[config.mk]
export PLATFORM = sky130hd
export DESIGN_NAME = axi_arbiter_n
export DESIGN_NICKNAME = d
export VERILOG_FILES = /design/src/rtl/axi_arbiter_n.sv
export SDC_FILE = /design/constraint.sdc
export NUM_CORES = 1
export LEC_CHECK = 0
export ABC_AREA = 0
export CORE_AREA = 2 2 279 281
export CTS_CLUSTER_DIAMETER = 200
export CTS_CLUSTER_SIZE = 20
export DETAILED_ROUTE_END_ITERATION = 16
export DIE_AREA = 0 0 281 283
export PLACE_DENSITY = 0.3
export SYNTH_ARGS = -nofsm -noshare
export SYNTH_HDL_FRONTEND = slang
export SYNTH_SLANG_ARGS = --single-unit
[constraint.sdc]
create_clock -name clk -period 2.4 [get_ports clk]
set_input_delay 0.6 -clock clk [delete_from_list [all_inputs] [get_ports clk]]
set_output_delay 0.6 -clock clk [all_outputs]
set_load 0.02 [all_outputs]
[src/rtl/axi_arbiter_n.sv]
// N-master to 1-slave AXI arbiter: one owner at a time, whole-transaction granularity.
// Define AXI_ARB_RR_EN for round-robin arbitration; otherwise fixed lowest-index priority.
module axi_arbiter_n #(
  parameter int NUM_M  = 2,
  parameter int ADDR_W = 32,
  parameter int DATA_W = 64
) (
  input  logic                        clk,
  input  logic                        rst,
  // Per-master read address
  input  logic [NUM_M*ADDR_W-1:0]     m_araddr,
  input  logic [NUM_M*8-1:0]          m_arlen,
  input  logic [NUM_M*3-1:0]          m_arsize,
  input  logic [NUM_M*2-1:0]          m_arburst,
  input  logic [NUM_M-1:0]            m_arvalid,
  output logic [NUM_M-1:0]            m_arready,
  // Per-master read data
  output logic [NUM_M*DATA_W-1:0]     m_rdata,
  output logic [NUM_M*2-1:0]          m_rresp,
  output logic [NUM_M-1:0]            m_rlast,
  output logic [NUM_M-1:0]            m_rvalid,
  input  logic [NUM_M-1:0]            m_rready,
  // Per-master write address
  input  logic [NUM_M*ADDR_W-1:0]     m_awaddr,
  input  logic [NUM_M*8-1:0]          m_awlen,
  input  logic [NUM_M*2-1:0]          m_awburst,
  input  logic [NUM_M-1:0]            m_awvalid,
  output logic [NUM_M-1:0]            m_awready,
  // Per-master write data
  input  logic [NUM_M*DATA_W-1:0]     m_wdata,
  input  logic [NUM_M*(DATA_W/8)-1:0] m_wstrb,
  input  logic [NUM_M-1:0]            m_wlast,
  input  logic [NUM_M-1:0]            m_wvalid,
  output logic [NUM_M-1:0]            m_wready,
  // Per-master write response
  output logic [NUM_M*2-1:0]          m_bresp,
  output logic [NUM_M-1:0]            m_bvalid,
  input  logic [NUM_M-1:0]            m_bready,
  // Slave side
  output logic [ADDR_W-1:0]           s_araddr,
  output logic [7:0]                  s_arlen,
  output logic [2:0]                  s_arsize,
  output logic [1:0]                  s_arburst,
  output logic                        s_arvalid,
  input  logic                        s_arready,
  input  logic [DATA_W-1:0]           s_rdata,
  input  logic [1:0]                  s_rresp,
  input  logic                        s_rlast,
  input  logic                        s_rvalid,
  output logic                        s_rready,
  output logic [ADDR_W-1:0]           s_awaddr,
  output logic [7:0]                  s_awlen,
  output logic [1:0]                  s_awburst,
  output logic                        s_awvalid,
  input  logic                        s_awready,
  output logic [DATA_W-1:0]           s_wdata,
  output logic [DATA_W/8-1:0]         s_wstrb,
  output logic                        s_wlast,
  output logic                        s_wvalid,
  input  logic                        s_wready,
  input  logic [1:0]                  s_bresp,
  input  logic                        s_bvalid,
  output logic                        s_bready,
  // Status
  output logic [NUM_M-1:0]            grant,
  output logic                        len_err,
  output logic [1:0]                  o_dbg_state
);

  // Handshake rule on every channel: a transfer happens in a cycle where
  // valid and ready are both 1 at the rising edge; valid never waits on ready.

  localparam int IDX_W  = (NUM_M > 1) ? $clog2(NUM_M) : 1;
  localparam int STRB_W = DATA_W / 8;

  typedef enum logic [1:0] {
    IDLE    = 2'd0,
    BUSY_RD = 2'd1,
    BUSY_WR = 2'd2
  } state_t;

  state_t             r_state, w_next;
  logic [NUM_M-1:0]   r_grant;
  logic [IDX_W-1:0]   r_owner, w_win_idx;
  logic               r_addr_done, r_len_err;
  logic [7:0]         r_beat, r_arlen;
  logic [NUM_M-1:0]   w_req;
  logic               w_any_req, w_ar_hs, w_aw_hs, w_r_hs, w_rd_end, w_wr_end, w_drop;

  assign w_req     = m_arvalid | m_awvalid;
  assign w_any_req = |w_req;

`ifdef AXI_ARB_RR_EN
  logic [IDX_W-1:0] r_ptr;

  always_comb begin : arb_rr
    int   idx;
    logic found;
    idx       = 0;
    found     = 1'b0;
    w_win_idx = '0;
    for (int k = 1; k <= NUM_M; k++) begin
      idx = int'(r_ptr) + k;
      if (idx >= NUM_M) idx = idx - NUM_M;
      if (!found && w_req[idx]) begin
        found     = 1'b1;
        w_win_idx = IDX_W'(idx);
      end
    end
  end

  always_ff @(posedge clk) begin
    if (rst) r_ptr <= IDX_W'(NUM_M - 1);
    else if (r_state == IDLE && w_any_req) r_ptr <= w_win_idx;
  end
`else
  always_comb begin : arb_fixed
    w_win_idx = '0;
    for (int k = NUM_M - 1; k >= 0; k--) begin
      if (w_req[k]) w_win_idx = IDX_W'(k);
    end
  end
`endif

  // Owner routing; the address channel closes after its handshake so one grant is one burst.
  always_comb begin
    m_arready = '0;  m_rdata  = '0;  m_rresp  = '0;  m_rlast = '0;  m_rvalid = '0;
    m_awready = '0;  m_wready = '0;  m_bresp  = '0;  m_bvalid = '0;
    s_araddr  = '0;  s_arlen  = '0;  s_arsize = '0;  s_arburst = '0; s_arvalid = 1'b0;
    s_rready  = 1'b0;
    s_awaddr  = '0;  s_awlen  = '0;  s_awburst = '0; s_awvalid = 1'b0;
    s_wdata   = '0;  s_wstrb  = '0;  s_wlast  = 1'b0; s_wvalid = 1'b0;
    s_bready  = 1'b0;
    if (r_state == BUSY_RD) begin
      s_araddr  = m_araddr[int'(r_owner)*ADDR_W +: ADDR_W];
      s_arlen   = m_arlen[int'(r_owner)*8 +: 8];
      s_arsize  = m_arsize[int'(r_owner)*3 +: 3];
      s_arburst = m_arburst[int'(r_owner)*2 +: 2];
      s_arvalid = m_arvalid[r_owner] & ~r_addr_done;
      m_arready[r_owner] = s_arready & ~r_addr_done;
      m_rdata[int'(r_owner)*DATA_W +: DATA_W] = s_rdata;
      m_rresp[int'(r_owner)*2 +: 2]           = s_rresp;
      m_rlast[r_owner]  = s_rlast;
      m_rvalid[r_owner] = s_rvalid;
      s_rready          = m_rready[r_owner];
    end
    if (r_state == BUSY_WR) begin
      s_awaddr  = m_awaddr[int'(r_owner)*ADDR_W +: ADDR_W];
      s_awlen   = m_awlen[int'(r_owner)*8 +: 8];
      s_awburst = m_awburst[int'(r_owner)*2 +: 2];
      s_awvalid = m_awvalid[r_owner] & ~r_addr_done;
      m_awready[r_owner] = s_awready & ~r_addr_done;
      s_wdata   = m_wdata[int'(r_owner)*DATA_W +: DATA_W];
      s_wstrb   = m_wstrb[int'(r_owner)*STRB_W +: STRB_W];
      s_wlast   = m_wlast[r_owner];
      s_wvalid  = m_wvalid[r_owner];
      m_wready[r_owner] = s_wready;
      m_bresp[int'(r_owner)*2 +: 2] = s_bresp;
      m_bvalid[r_owner] = s_bvalid;
      s_bready          = m_bready[r_owner];
    end
  end

  assign w_ar_hs  = s_arvalid & s_arready;
  assign w_aw_hs  = s_awvalid & s_awready;
  assign w_r_hs   = s_rvalid & s_rready;
  assign w_rd_end = w_r_hs & s_rlast;
  assign w_wr_end = s_bvalid & s_bready;
  // An owner that withdraws its request before the address handshake forfeits the grant.
  assign w_drop   = ~r_addr_done &
                    (((r_state == BUSY_RD) & ~m_arvalid[r_owner]) |
                     ((r_state == BUSY_WR) & ~m_awvalid[r_owner]));

  always_comb begin
    w_next = r_state;
    case (r_state)
      IDLE:    if (w_any_req) w_next = m_arvalid[w_win_idx] ? BUSY_RD : BUSY_WR;
      BUSY_RD: if (w_rd_end || w_drop) w_next = IDLE;
      BUSY_WR: if (w_wr_end || w_drop) w_next = IDLE;
      default: w_next = IDLE;
    endcase
  end

  always_ff @(posedge clk) begin
    if (rst) begin
      r_state     <= IDLE;
      r_grant     <= '0;
      r_owner     <= '0;
      r_addr_done <= 1'b0;
      r_beat      <= '0;
      r_arlen     <= '0;
      r_len_err   <= 1'b0;
    end else begin
      r_state   <= w_next;
      r_len_err <= 1'b0;
      if (r_state == IDLE && w_any_req) begin
        r_grant     <= NUM_M'(1) << w_win_idx;
        r_owner     <= w_win_idx;
        r_addr_done <= 1'b0;
      end else if (w_next == IDLE) begin
        r_grant     <= '0;
        r_addr_done <= 1'b0;
      end else if (w_ar_hs || w_aw_hs) begin
        r_addr_done <= 1'b1;
      end
      if (w_ar_hs) begin
        r_beat  <= '0;
        r_arlen <= s_arlen;
      end else if (w_r_hs) begin
        r_beat    <= r_beat + 8'd1;
        r_len_err <= (s_rlast && (r_beat != r_arlen)) || (r_beat > r_arlen);
      end
    end
  end

  assign grant       = r_grant;
  assign len_err     = r_len_err;
  assign o_dbg_state = r_state;

endmodule

==> metrics.txt <==
# TYPE chip_impl_metric gauge
chip_impl_metric{name="synthAdderAreaFrac",unit=""} 0.0241
chip_impl_metric{name="route.vias.total",unit=""} 8088
chip_impl_metric{name="dp_hpwl",unit="mm"} 40.7
chip_impl_metric{name="min_period_over_period",unit=""} 0.999
chip_impl_metric{name="cts_buffers",unit=""} 3
chip_impl_metric{name="final-hold-violation-count",unit=""} 0
chip_impl_metric{name="core_area",unit="sq um"} 76700
chip_impl_metric{name="syn_nets",unit=""} 1099
chip_impl_metric{name="drt_iter0_drc",unit=""} 200
chip_impl_info{name="rsz0062_at_grt",value="true"} 1
chip_impl_metric{name="final_nets",unit=""} 1868
chip_impl_metric{name="netlist_area",unit="sq um"} 4670
chip_impl_metric{name="fin_util",unit=""} 0.181
chip_impl_metric{name="yosys_register_bits",unit=""} 23
chip_impl_metric{name="post_synth_and_or_nand_nor_area_fraction",unit=""} 0.388
chip_impl_metric{name="dieWidth",unit="um"} 281
chip_impl_info{name="status",value="completed"} 1
chip_impl_metric{name="timing.max_cap.violations",unit=""} 0
chip_impl_metric{name="port-buffer-count",unit=""} 723
chip_impl_info{name="path_class",value="in2out"} 1
chip_impl_metric{name="synthesis.yosys.warnings",unit=""} 0
chip_impl_info{name="main_combinational_cell_family_by_area_after_synthesis",value="simple AND/OR/NAND/NOR gates"} 1
chip_impl_info{name="timing.critical_path.cells",value="clkdlybuf4s50_1 -> mux2i_4 -> buf_4 -> nor2_1 -> dlygate4sd2_1"} 1
chip_impl_metric{name="drt-wirelength-per-cell",unit="um"} 18.8
chip_impl_metric{name="cts_max_path_buffers",unit=""} 2
chip_impl_info{name="critical_path.slowest_cell",value="clkdlybuf4s50_1"} 1
chip_impl_metric{name="ys_seq_area_frac",unit=""} 0.0985
chip_impl_metric{name="worstSkewPairLatency",unit="ns"} 0.26
chip_impl_metric{name="postSynthAreaPerCell",unit="sq um"} 6.83
chip_impl_metric{name="avgViaCountPerCell",unit=""} 3.24
chip_impl_info{name="holdCritPathClass",value="reg2reg"} 1
chip_impl_metric{name="drcViolationCount",unit=""} 0
chip_impl_info{name="tritoncts_clock_tree",value="yes"} 1
chip_impl_metric{name="power-per-cell-area",unit="nW/um^2"} 228
chip_impl_metric{name="yosysUniqueCellTypes",unit=""} 39
chip_impl_metric{name="placement.setup.worst_slack",unit="ns"} -0.449
chip_impl_metric{name="final_critical_path_setup_slack",unit="ns"} 0.00217
chip_impl_metric{name="placer_congestion",unit=""} 0.923
chip_impl_metric{name="worstRegToRegCells",unit=""} 9
chip_impl_info{name="cts.root.buffer_cell",value="clkbuf_16"} 1
chip_impl_metric{name="area_of_the_multi_input_gates",unit="sq um"} 4060
chip_impl_metric{name="critPathMaxStageDelay",unit="ns"} 0.52
chip_impl_metric{name="detail-route-antenna-nets",unit=""} 0
chip_impl_metric{name="postSynthCellCount",unit=""} 684
chip_impl_metric{name="synth-compound-area-share",unit=""} 0.0332
chip_impl_metric{name="grt_usage",unit=""} 0.109
chip_impl_metric{name="grt_max_degree",unit=""} 43
chip_impl_metric{name="routed_wl",unit="mm"} 46.8
chip_impl_metric{name="holdPathStages",unit=""} 2
chip_impl_info{name="synth_top_flop_cell",value="dfxtp_1"} 1
chip_impl_metric{name="design.die.area",unit="sq um"} 79500
chip_impl_metric{name="start_util",unit=""} 0.0609
chip_impl_metric{name="pin_count",unit=""} 724
chip_impl_metric{name="synth_xor_area_frac",unit=""} 0.0112
chip_impl_metric{name="data_arrival_time_of_the_worst_path",unit="ns"} 1.80
chip_impl_metric{name="fillerInstances",unit=""} 8754
chip_impl_metric{name="cts_num_sinks",unit=""} 23
chip_impl_metric{name="row_count",unit=""} 102
chip_impl_metric{name="worst_pin_slew",unit="ns"} 0.595
chip_impl_metric{name="postSynth.asyncResetShare",unit=""} 0
chip_impl_metric{name="setup_viol_count_final",unit=""} 0
chip_impl_metric{name="clkTransAtPathRegs",unit="ns"} 0.06
chip_impl_metric{name="power_leakage",unit="nW"} 6.34
chip_impl_metric{name="final.min_clock_period",unit="ns"} 2.40
chip_impl_metric{name="power.ir.vdd_worst",unit="mV"} 0.206
chip_impl_metric{name="detail_route.first_pass.iterations",unit=""} 4
chip_impl_metric{name="post_route_cells_drive_above_1_share",unit=""} 0.205
chip_impl_metric{name="final-seq-area",unit="sq um"} 467
chip_impl_metric{name="max_freq",unit="MHz"} 417
chip_impl_metric{name="muxShareOfSynthArea",unit=""} 0.374
chip_impl_metric{name="worst_ep_required_time",unit="ns"} 1.80
chip_impl_metric{name="initial_antenna_violation_count",unit=""} 5
chip_impl_metric{name="synth_enable_flop_cells",unit=""} 0
chip_impl_info{name="timing.critical_path.from_type",value="input port"} 1
chip_impl_metric{name="worstPathMaxFanout",unit=""} 1
chip_impl_metric{name="max-slew-margin-rel",unit=""} 0.593
chip_impl_info{name="critPathCaptureType",value="primary output"} 1
chip_impl_metric{name="first_global_vias",unit=""} 8389
chip_impl_metric{name="gr-total-overflow",unit=""} 0
chip_impl_metric{name="layout-area-overhead-vs-synth",unit="%"} 198
chip_impl_metric{name="fp.dieH",unit="um"} 283
chip_impl_metric{name="final_max_slew_viol_count",unit=""} 0
chip_impl_metric{name="h-tree-depth",unit=""} 1
chip_impl_metric{name="final.setup_skew",unit="ns"} 0.00504
chip_impl_metric{name="grt_pass1_wl",unit="mm"} 62.9
==> layout make-up <==
| cell class | instances | share of cell area |
|---|---|---|
| Inverter | 12 | 0.00342 |
| Sequential cell | 23 | 0.0336 |
| Clock buffer | 3 | 0.00540 |
| Timing Repair Buffer | 834 | 0.571 |
| Antenna cell | 3 | 0.000540 |
| Tap cell | 1040 | 0.0936 |
| Clock inverter | 1 | 0.000360 |
| Multi-Input combinational cell | 579 | 0.292 |
==> sequential cells by signal (all words and copies together), names as in the netlist <==
name,cells
o_dbg_state,2
r_addr_done,1
r_owner,1
len_err,1
grant,2
r_arlen,8
r_beat,8
==> final timing paths <==
check               end  slack (ns)         from
max          s_wdata[9]       0.002  m_wdata[73]
min            grant[1]        0.49     grant[1]
max reg2reg    grant[1]        0.22      r_owner
min reg2reg    grant[1]        0.49     grant[1]
==> cells in the mapped netlist (all sizes together) (2+ instances only) <==
| cell type | n | share of area |
|---|---|---|
| a211oi | 3 | 0.0048 |
| a21oi | 4 | 0.0043 |
| and2 | 3 | 0.0040 |
| and3 | 144 | 0.19 |
| buf | 20 | 0.021 |
| clkbuf | 50 | 0.040 |
| dfxtp | 23 | 0.099 |
| ha | 9 | 0.024 |
| inv | 12 | 0.0096 |
| mux2 | 2 | 0.0048 |
| mux2i | 172 | 0.37 |
| nand2 | 8 | 0.0070 |
| nand2b | 4 | 0.0054 |
| nand3 | 2 | 0.0021 |
| nand4 | 4 | 0.0054 |
| nor2 | 186 | 0.15 |
| nor2b | 4 | 0.0054 |
| nor3 | 8 | 0.0086 |
| o211ai | 2 | 0.0032 |
| o21ai | 7 | 0.0075 |
| xnor2 | 2 | 0.0037 |
| xor2 | 4 | 0.0075 |
==> layer usage <==
layer | part of all wire | GRT usage | vias up
met5 | 0.00028 | 0 | -
met4 | 0.021 | 0.0245 | 2
met3 | 0.093 | 0.0327 | 28
met2 | 0.50 | 0.202 | 450
met1 | 0.39 | 0.122 | 3690
li1 | - | - | 3918
==> through the flow <==
| stage | cell area (sq um) | std cells | hold WS, ns | total power [mW] | TNS [ns] |
|---|---|---|---|---|---|
| floorplan | 4670 | 684 | 0.460 | 1.26 | 0 |
| global placement | 14000 | 2473 | 0.466 | 2.90 | -22.70 |
| detailed placement | 14000 | 2473 | 0.487 | 2.90 | -21.71 |
| CTS | 14000 | 2488 | 0.498 | 3.20 | -0.00493 |
| global route | 13900 | 2494 | 0.510 | 3.37 | -0.0520 |
| finish | 13900 | 2495 | 0.486 | 3.17 | 0 |
==> placed cells by master (no fill, tap or decap), types with 5 or more instances in the layout <==
master	instances
mux2i_4	5
and3_1	144
ha_1	9
inv_1	11
nor2_2	5
dlygate4sd2_1	154
clkdlybuf4s15_1	22
nor3_1	7
dfxtp_1	20
buf_4	112
clkbuf_2	78
clkdlybuf4s15_2	10
clkdlybuf4s50_1	407
nand2_1	6
mux2i_2	18
nor2_1	179
buf_6	6
mux2i_1	149
buf_12	34
==> timing repair <==
item / CTS / global route
hold buffers: 0 / 0
gates resized for setup: 346 / 195
pin swaps: 0 / 1
setup buffers: 10 / 4
cloned: 1 / 1
endpoints found under the setup margin: 275 / 148
==> power breakdown <==
group	total [mW]	internal, mW	switching [mW]
Sequential	0.404	0.391	0.0129
Combinational	2.40	1.29	1.11
Clock	0.369	0.224	0.144
Total	3.17	1.91	1.26
==> kinds of logic (layout without fill, tap and decap cells) <==
group	Yosys count	count (layout)
compound gates	24	24
flops	23	23
other cells	0	3
xor+xnor	6	6
simple gates	366	366
buf+inv	82	850
mux	174	174
fa+ha+maj	9	9
==> critical path: cells and delay by family <==
kind / cells / cell delay [ns]
multiplexers: 1 / 0.10
buffers and inverters: 3 / 1.01
AND/OR/NAND/NOR: 1 / 0.08
Power figures use the tool's default switching activity.
